$ cat src/rtl/lut_pc_table.sv
// Programmable branch-target table: bulk stream load, single-entry writes,
// registered lookups with per-entry valid bits and a default target on miss.
module lut_pc_table #(
  parameter int IDX_W = 4,
  parameter int TGT_W = 10
) (
  input  logic             Clk,
  input  logic             Reset,
  input  logic             LookupReq,
  input  logic [IDX_W-1:0] Addr,
  output logic [TGT_W-1:0] Target,
  output logic             TargetValid,
  output logic             Miss,
  input  logic             WrEn,
  input  logic [IDX_W-1:0] WrAddr,
  input  logic [TGT_W-1:0] WrData,
  input  logic             LoadStart,
  input  logic             LoadValid,
  input  logic [TGT_W-1:0] LoadData,
  output logic             LoadReady,
  output logic             Busy,
  output logic             LoadDone
);

  localparam int DEPTH = 2 ** IDX_W;
  localparam logic [IDX_W-1:0] IDX_ONE = IDX_W'(1);

  typedef enum logic {
    RUN  = 1'b0,
    LOAD = 1'b1
  } state_t;

  state_t             state_q, state_d;
  logic [IDX_W-1:0]   cnt_q, cnt_d;
  logic [DEPTH-1:0]   valid_q, valid_d;
  logic [TGT_W-1:0]   mem_q [DEPTH];
  logic [TGT_W-1:0]   mem_d [DEPTH];
  logic [TGT_W-1:0]   target_q, target_d;
  logic               tvalid_q, tvalid_d;
  logic               miss_q, miss_d;
  logic               busy_q, busy_d;
  logic               done_q, done_d;
  logic [TGT_W-1:0]   miss_tgt;
  logic               wr_ok;

  // Default target on a miss is the index itself, fitted to TGT_W.
  if (TGT_W > IDX_W) begin : g_zext
    assign miss_tgt = {{(TGT_W-IDX_W){1'b0}}, Addr};
  end else if (TGT_W == IDX_W) begin : g_same
    assign miss_tgt = Addr;
  end else begin : g_trunc
    assign miss_tgt = Addr[TGT_W-1:0];
  end

  assign wr_ok = (state_q == RUN) && WrEn && !LoadStart;

  always_comb begin
    state_d  = state_q;
    cnt_d    = cnt_q;
    valid_d  = valid_q;
    mem_d    = mem_q;
    target_d = target_q;
    miss_d   = miss_q;
    tvalid_d = LookupReq;
    done_d   = 1'b0;

    if (LookupReq) begin
      if (wr_ok && (WrAddr == Addr)) begin
        target_d = WrData;
        miss_d   = 1'b0;
      end else if ((state_q == RUN) && valid_q[Addr]) begin
        target_d = mem_q[Addr];
        miss_d   = 1'b0;
      end else begin
        target_d = miss_tgt;
        miss_d   = 1'b1;
      end
    end

    unique case (state_q)
      RUN: begin
        if (LoadStart) begin
          valid_d = '0;
          cnt_d   = '0;
          state_d = LOAD;
        end else if (wr_ok) begin
          mem_d[WrAddr]   = WrData;
          valid_d[WrAddr] = 1'b1;
        end
      end
      LOAD: begin
        if (LoadValid) begin
          mem_d[cnt_q]   = LoadData;
          valid_d[cnt_q] = 1'b1;
          cnt_d          = cnt_q + IDX_ONE;
          if (cnt_q == '1) begin
            state_d = RUN;
            done_d  = 1'b1;
          end
        end
      end
      default: state_d = RUN;
    endcase

    busy_d = (state_d == LOAD);
  end

  always_ff @(posedge Clk) begin
    if (!Reset) begin
      state_q  <= RUN;
      cnt_q    <= '0;
      valid_q  <= '0;
      target_q <= '0;
      tvalid_q <= 1'b0;
      miss_q   <= 1'b0;
      busy_q   <= 1'b0;
      done_q   <= 1'b0;
    end else begin
      state_q  <= state_d;
      cnt_q    <= cnt_d;
      valid_q  <= valid_d;
      target_q <= target_d;
      tvalid_q <= tvalid_d;
      miss_q   <= miss_d;
      busy_q   <= busy_d;
      done_q   <= done_d;
    end
  end

  // Entry data needs no reset; the valid bits gate every read.
  always_ff @(posedge Clk) begin
    mem_q <= mem_d;
  end

  assign Target      = target_q;
  assign TargetValid = tvalid_q;
  assign Miss        = miss_q;
  assign Busy        = busy_q;
  assign LoadReady   = busy_q;
  assign LoadDone    = done_q;

endmodule

$ cat config.mk
export PLATFORM = sky130hd
export DESIGN_NAME = lut_pc_table
export DESIGN_NICKNAME = d
export VERILOG_FILES = /design/src/rtl/lut_pc_table.sv
export SDC_FILE = /design/constraint.sdc
export NUM_CORES = 1
export LEC_CHECK = 0
export ABC_AREA = 1
export CORE_UTILIZATION = 61
export CTS_BUF_LIST = sky130_fd_sc_hd__clkbuf_16
export CTS_CLUSTER_DIAMETER = 100
export DETAILED_ROUTE_END_ITERATION = 7
export PLACE_DENSITY = 0.88
export SLEW_MARGIN = 20
export SYNTH_ARGS = -nofsm -noshare
export SYNTH_HDL_FRONTEND = slang
export SYNTH_SLANG_ARGS = --single-unit
$ cat constraint.sdc
create_clock -name Clk -period 2.13 [get_ports Clk]
set_input_delay 0.213 -clock Clk [delete_from_list [all_inputs] [get_ports Clk]]
set_output_delay 0.213 -clock Clk [all_outputs]
set_load 0.01 [all_outputs]
==> results.ini, run 1 <==
[synth]
synth-seq-area-share_pct = 54.7
ys_async_sr_fraction_pct = 0
yosysTopAreaCellShare_pct = 47.9
synth_top_cells_by_area = edfxtp_1 48%, o22ai_1 10%, nand2_1 8.2%
netlist_instances = 1100
synth.most_common_cell = nand2_1
ys.flop_type = edfxtp_1
synth_area_per_cell_um2 = 9.12
netlist-cell-type-count = 35
synth_edf_count = 160
yosysTopAreaCell = edfxtp_1
yosys_register_bits = 194
synthesis.nets = 1138
netlist_area_um2 = 10000
yosysWarnings = 0
synthTopCellsByCount = 220 x nand2_1, 160 x edfxtp_1, 160 x o22ai_1

[clock_network]
path_clk_slew_ns = 0.08
postCtsSetupRepairBufs = 0
h-tree-depth = 4
cts_sinks = 194
clkLatencyLatePin_ns = 0.45
numCtsBuffers = 17
cts_tree = done
clock_path_buffers = 2
cts_root_buf = clkbuf_16

[power_and_ir_drop]
p_int_mw = 6.05
power_switching_mw = 2.30
power_leakage_nw = 4.11
pwr-share-comb_pct = 13.0
p_per_area_nw_per_um2 = 731
vdd_drop_max_uv = 676
seqPwrFrac_pct = 50.4
finalPower_mw = 8.34
p_sw_share_pct = 27.5
p_clk_share_pct = 36.6

[setup_path]
path_cells = ha_1, inv_1, nor2_1, inv_1, o21ai_1, nand2_1, inv_1, buf_4
cpMaxStageDelayCell = dfxtp_1
path_depth = 8
worstSetupStartpointType = register
crit_path_end = mem_q[5]
timing.rr.end = mem_q[5]
r2r_cells = 8
reg2reg_from = cnt_q[0]
cp_slowest_stage_delay_ns = 0.41
worstPathMaxFanout = 10
critical_path_class = register to register
cp_common_cell = inv_1
required_ns = 2.27
critPathArrivalTime_ns = 2.14
critPathLaunch = cnt_q[0]
worstSetupEndpointType = register
cp_top_family = buffers and inverters
crit_buf_inv = 4
rrSetupSlack_ns = 0.13

[timing]
fin_setup_tns_ns = 0
maxSlewHeadroom_pct = 53.0
worst_slew_pin_slew_ns = 0.704
slew_violations = 0
rsz0062_at_grt = false
finalCritPeriodShare_pct = 93.8
finalHoldViolations = 0
fin_crit_ns = 2.00
fin_worst_skew_ns = 0.0170
finalSetupViolCount = 0
hold_ws_ns = 0.397
max_freq_mhz = 500

[final_layout]
antenna_cells = 0
fill_cells = 1167
final_cell_area_um2 = 11400
drive_gt1_share_pct = 11.7
multi_input_area_um2 = 3590
fin_nets = 1192
area_growth_pct = 13.7
finish.utilization_pct = 71.6
regArea_um2 = 5490

[global_route]
grt_pass1_wl_um = 47300
grt_usage_pct = 39.2
grt_max_degree = 55
antenna_found_initial = 0
grt_pass1_vias = 8611
grt_remaining_overflow = 0

[drt]
ant_nets = 0
dr.first_iter.drc_count = 1981
avgRoutedWirePerCell_um = 23.3
via_per_inst = 6.74
drc = 1
dr.pass1.iters = 8
drt_wl_total_um = 32200
vias = 9316

[run_status]
failed_checks = DRC
status = complete, but fails checks

[floorplan]
core_um2 = 15900
die_h_um = 130
die_w_um = 130
row_count = 46
ios = 49
design.die.area_um2 = 17000
start_util_pct = 62.9

[placed_design]
dp_hpwl_um = 21600
place_congestion = 0.996
place_area_um2 = 10900
io_buffers = 48

[hold_path]
hold_path.startpoint = LoadValid
hold_class = input pin to register

[job]
maxCapViolCount = 0

kinds of logic after synthesis:
logic type / share of synthesized area [%]
DFF: 54.7
AOI/OAI and AO/OA: 17.3
and+or+nand+nor: 17.8
buffers and inverters: 9.49
xor gates and xnor gates: 0.175
adders and majority gates: 0.499
layout by cell type (no fill, tap or decap), types with 3 or more instances in the layout:
cell type and n:
nor3_1 11, a21oi_1 62, o211ai_2 3, clkbuf_16 17, nand2_1 220, ha_1 4
inv_1 86, edfxtp_1 160, clkinv_1 6, a22oi_1 10, nand3_1 102, inv_6 6
nor2_1 66, nand2_2 3, o21ai_0 29, o211ai_1 5, buf_4 79, dfxtp_1 33
nand4_1 8, clkdlybuf4s50_1 46, buf_12 4, nand3_2 3, inv_8 4, o21ai_1 16
inv_2 3, o22ai_1 160, a221oi_1 3
tightest hold or removal path: cells and delay by family:
kind	cells	cell delay (ns)
buffers and inverters	1	0.39
and+or+nand+nor	2	0.19
cell type report:
cell class                      instances  area share (%)
Inverter                               95            3.21
Clock inverter                         15            1.06
Sequential cell                       194            48.1
Timing Repair Buffer                  131            10.0
Multi-Input combinational cell        715            31.5
Tap cell                              216            2.37
Clock buffer                           17            3.73
per-layer routing:
metal	part of all wire (%)	wire [um]	vias up	global-route usage [%]
li1	-	-	4034	-
met1	33	10600	4224	49.0
met2	45	14600	872	60.8
met3	15	4850	186	10.6
met4	6.4	2050	0	24.1
met5	0	0	-	0
repair_timing:
action | in CTS | in global routing
hold buffers | 0 | 0
endpoints found under the setup margin | 0 | 24
hold endpoints to repair | 0 | 0
gates resized for setup | 0 | 4
flip-flops by register name, summed over array words and instances (netlist names):
| name | cells |
|---|---|
| cnt_q | 4 |
| Busy | 1 |
| TargetValid | 1 |
| Miss | 1 |
| Target | 10 |
| LoadDone | 1 |
| valid_q | 16 |
| mem_q | 160 |
through the flow:
| step | cells | worst slack, ns |
|---|---|---|
| finish | 1383 | 0.131 |
| global route | 1383 | 0.0154 |
| CTS | 1383 | 0.0302 |
| detailed placement | 1351 | 0.0144 |
| global placement | 1351 | 0.0372 |
| floorplan | 1100 | 0.147 |
power groups by stage:
stage	Combinational, mW	Clock (mW)	Sequential (mW)
5_1_grt	1.13	3.19	4.21
2_1_floorplan	0.632	0	4.28
4_1_cts	1.04	3.04	4.20
3_3_place_gp	1.01	0	4.28
3_5_place_dp	1.03	0	4.28
6_report	1.09	3.05	4.20
worst min-delay path by stage:
stage / slack (ns) / end / cells after the start
2_1_floorplan: 0.31 / TargetValid / 2
3_3_place_gp: 0.44 / valid_q[10] / 2
3_5_place_dp: 0.45 / valid_q[6] / 2
4_1_cts: 0.39 / LoadDone / 3
5_1_grt: 0.39 / LoadDone / 3
6_report: 0.40 / LoadDone / 3
No activity file was read; power rests on OpenSTA's default activity.
==> inputs of run 2 (changes only) <==
==> constraint.sdc (replaced) <==
create_clock -name Clk -period 2 [get_ports Clk]
set_input_delay 0.2 -clock Clk [delete_from_list [all_inputs] [get_ports Clk]]
set_output_delay 0.2 -clock Clk [all_outputs]
set_load 0.01 [all_outputs]
==> run 2 against run 1 <==
Against the previous run: the flow now finishes without violations; clock-buffer cell count increased by 1; clock power increased by 16%; sequential power increased by 6.7%; register-to-register slack got worse by 0.11 ns; maximum frequency increased by 0.90%; routed wire length increased by 2.4%; largest cell class unchanged.
==> results.ini, run 2 (synthesis results as in run 1) <==
[run_status]
status = complete, no violations  ; was complete, but fails checks

[clock_network]
path_clk_slew_ns = 0.07  ; was 0.08 ns
clock_path_buffers = 2  ; unchanged
clkLatencyLatePin_ns = 0.44  ; was 0.45 ns
numCtsBuffers = 17  ; unchanged
ctsHoldBuffers = 0  ; unchanged
cts_root_buf = clkbuf_16  ; unchanged
h-tree-depth = 4  ; unchanged
cts_sinks = 194  ; unchanged
cts_tree = done  ; unchanged

[timing]
finalCritPeriodShare_pct = 99.0  ; was 93.8%
fin_worst_skew_ns = 0.0139  ; was 0.0170 ns
maxSlewHeadroom_pct = 56.2  ; was 53.0%
finalWorstSetupSlack_ns = 0.0190  ; was 0.131 ns
worst_slew_pin_slew_ns = 0.656  ; was 0.704 ns
slew_violations = 0  ; unchanged
fin_setup_tns_ns = 0  ; unchanged
finalHoldViolations = 0  ; unchanged
finalSetupViolCount = 0  ; unchanged
rsz0062_at_grt = false  ; unchanged
max_freq_mhz = 505  ; was 500 MHz
fin_crit_ns = 1.98  ; was 2.00 ns

[setup_path]
critPathArrivalTime_ns = 2.12  ; was 2.14 ns
worstSetupEndpointType = register  ; unchanged
cpMaxStageDelayCell = dfxtp_1  ; unchanged
worstPathMaxFanout = 10  ; unchanged
cp_slowest_stage_delay_ns = 0.42  ; was 0.41 ns
critical_path_class = register to register  ; unchanged
required_ns = 2.14  ; was 2.27 ns
worstSetupStartpointType = register  ; unchanged
path_cells = ha_1, inv_1, nor2_1, o21ai_0, a21oi_1, buf_4  ; was ha_1, inv_1, nor2_1, inv_1, o21ai_1, nand2_1, inv_1, buf_4
crit_buf_inv = 2  ; was 4
cp_top_family = flip-flops  ; was buffers and inverters

[global_route]
grt_max_degree = 68  ; was 55
grt_pass1_wl_um = 48700  ; was 47300 um
grt_remaining_overflow = 0  ; unchanged
grt_pass1_vias = 8744  ; was 8611
antenna_found_initial = 0  ; unchanged
grt_usage_pct = 40.1  ; was 39.2%

[final_layout]
multi_input_area_um2 = 3600  ; was 3590 um2
drive_gt1_share_pct = 12.3  ; was 11.7%
final_common_cell = nand2_1  ; unchanged
area_growth_pct = 15.7  ; was 13.7%
fill_cells = 1146  ; was 1167
final_cells = 1391  ; was 1383
antenna_cells = 0  ; unchanged
finish.utilization_pct = 72.8  ; was 71.6%
largest_reg_flops = 160  ; unchanged
regArea_um2 = 5490  ; about the same
final_cell_mix = 219 x nand2_1, 160 x o22ai_1, 160 x edfxtp_1, 102 x nand3_1, 89 x inv_1  ; was 220 x nand2_1, 160 x o22ai_1, 160 x edfxtp_1, 102 x nand3_1, 86 x inv_1
fin_nets = 1200  ; was 1192
top_register = mem_q  ; unchanged

[drt]
drc = 0  ; was 1
wl_met1_um = 11000  ; was 10600 um
vias = 9374  ; was 9316
ant_nets = 0  ; unchanged
avgRoutedWirePerCell_um = 23.7  ; was 23.3 um
dr.pass1.iters = 7  ; was 8
routed.top_layer = met4  ; unchanged
via_per_inst = 6.74  ; about the same
dr.first_iter.drc_count = 1856  ; was 1981
met2WireLength_um = 15300  ; was 14600 um
drt_wl_total_um = 33000  ; was 32200 um
dr_wl_met3_um = 4590  ; was 4850 um

[hold_path]
hold_class = input pin to register  ; unchanged

[placed_design]
dp_hpwl_um = 21700  ; was 21600 um
place_congestion = 1.03  ; was 0.996
pre_cts_ws_ns = -0.0310  ; was 0.0144 ns
io_buffers = 48  ; unchanged
dpl.cell_count = 1359  ; was 1351

[power_and_ir_drop]
power_leakage_nw = 4.21  ; was 4.11 nW
vdd_drop_max_uv = 668  ; was 676 uV
p_per_area_nw_per_um2 = 793  ; was 731 nW/um2

[floorplan]
die_h_um = 130  ; unchanged
core_um2 = 15900  ; unchanged
design.die.area_um2 = 17000  ; unchanged
die_w_um = 130  ; unchanged
row_count = 46  ; unchanged
start_util_pct = 62.9  ; unchanged
ios = 49  ; unchanged

[job]
maxCapViolCount = 0  ; unchanged

-- run 2: routing by layer --
layer,GRT usage (%),vias up
li1,-,4040
met1,49.2,4331
met2,63.6,807
met3,11.3,196
met4,23.8,0
met5,0,-
-- run 2: final timing paths --
kind | cells past startpoint | slack, ns | start | to
min | 3 | 0.39 | LoadValid | LoadDone
min reg2reg | 2 | 0.46 | valid_q[7] | valid_q[7]
max | 6 | 0.02 | cnt_q[0] | mem_q[129]
max reg2reg | 6 | 0.02 | cnt_q[0] | mem_q[129]
-- run 2: tightest hold or removal path, stage by stage --
cell and delay [ns]:
clkdlybuf4s50_1 0.39, nand2_1 0.12, nor3_1 0.07
-- run 2: cell type report --
class | count | area share [%]
Multi-Input combinational cell | 715 | 31.0
Tap cell | 216 | 2.33
Inverter | 95 | 3.16
Timing Repair Buffer | 139 | 10.9
Sequential cell | 194 | 47.3
Clock inverter | 14 | 1.41
Clock buffer | 18 | 3.88
-- run 2: timing repair --
item                                    4_1_cts  5_1_grt
endpoints found under the setup margin        0       69
buffers inserted                              0        0
resized for setup                             0       10
-- run 2: power breakdown --
group / total [mW] / internal [mW] / switching (mW)
combinational: 1.19 / 0.391 / 0.795
clock: 3.55 / 2.05 / 1.50
sequential: 4.48 / 4.44 / 0.0381
total: 9.21 / 6.87 / 2.33
-- run 2: stage by stage --
| step | total power [mW] | area, um2 | hold WS [ns] |
|---|---|---|---|
| 2_1_floorplan | 5.23 | 10000 | 0.293 |
| 3_3_place_gp | 5.65 | 11000 | 0.443 |
| 3_5_place_dp | 5.68 | 11000 | 0.450 |
| 4_1_cts | 9.13 | 11600 | 0.393 |
| 5_1_grt | 9.39 | 11600 | 0.429 |
| 6_report | 9.21 | 11600 | 0.389 |
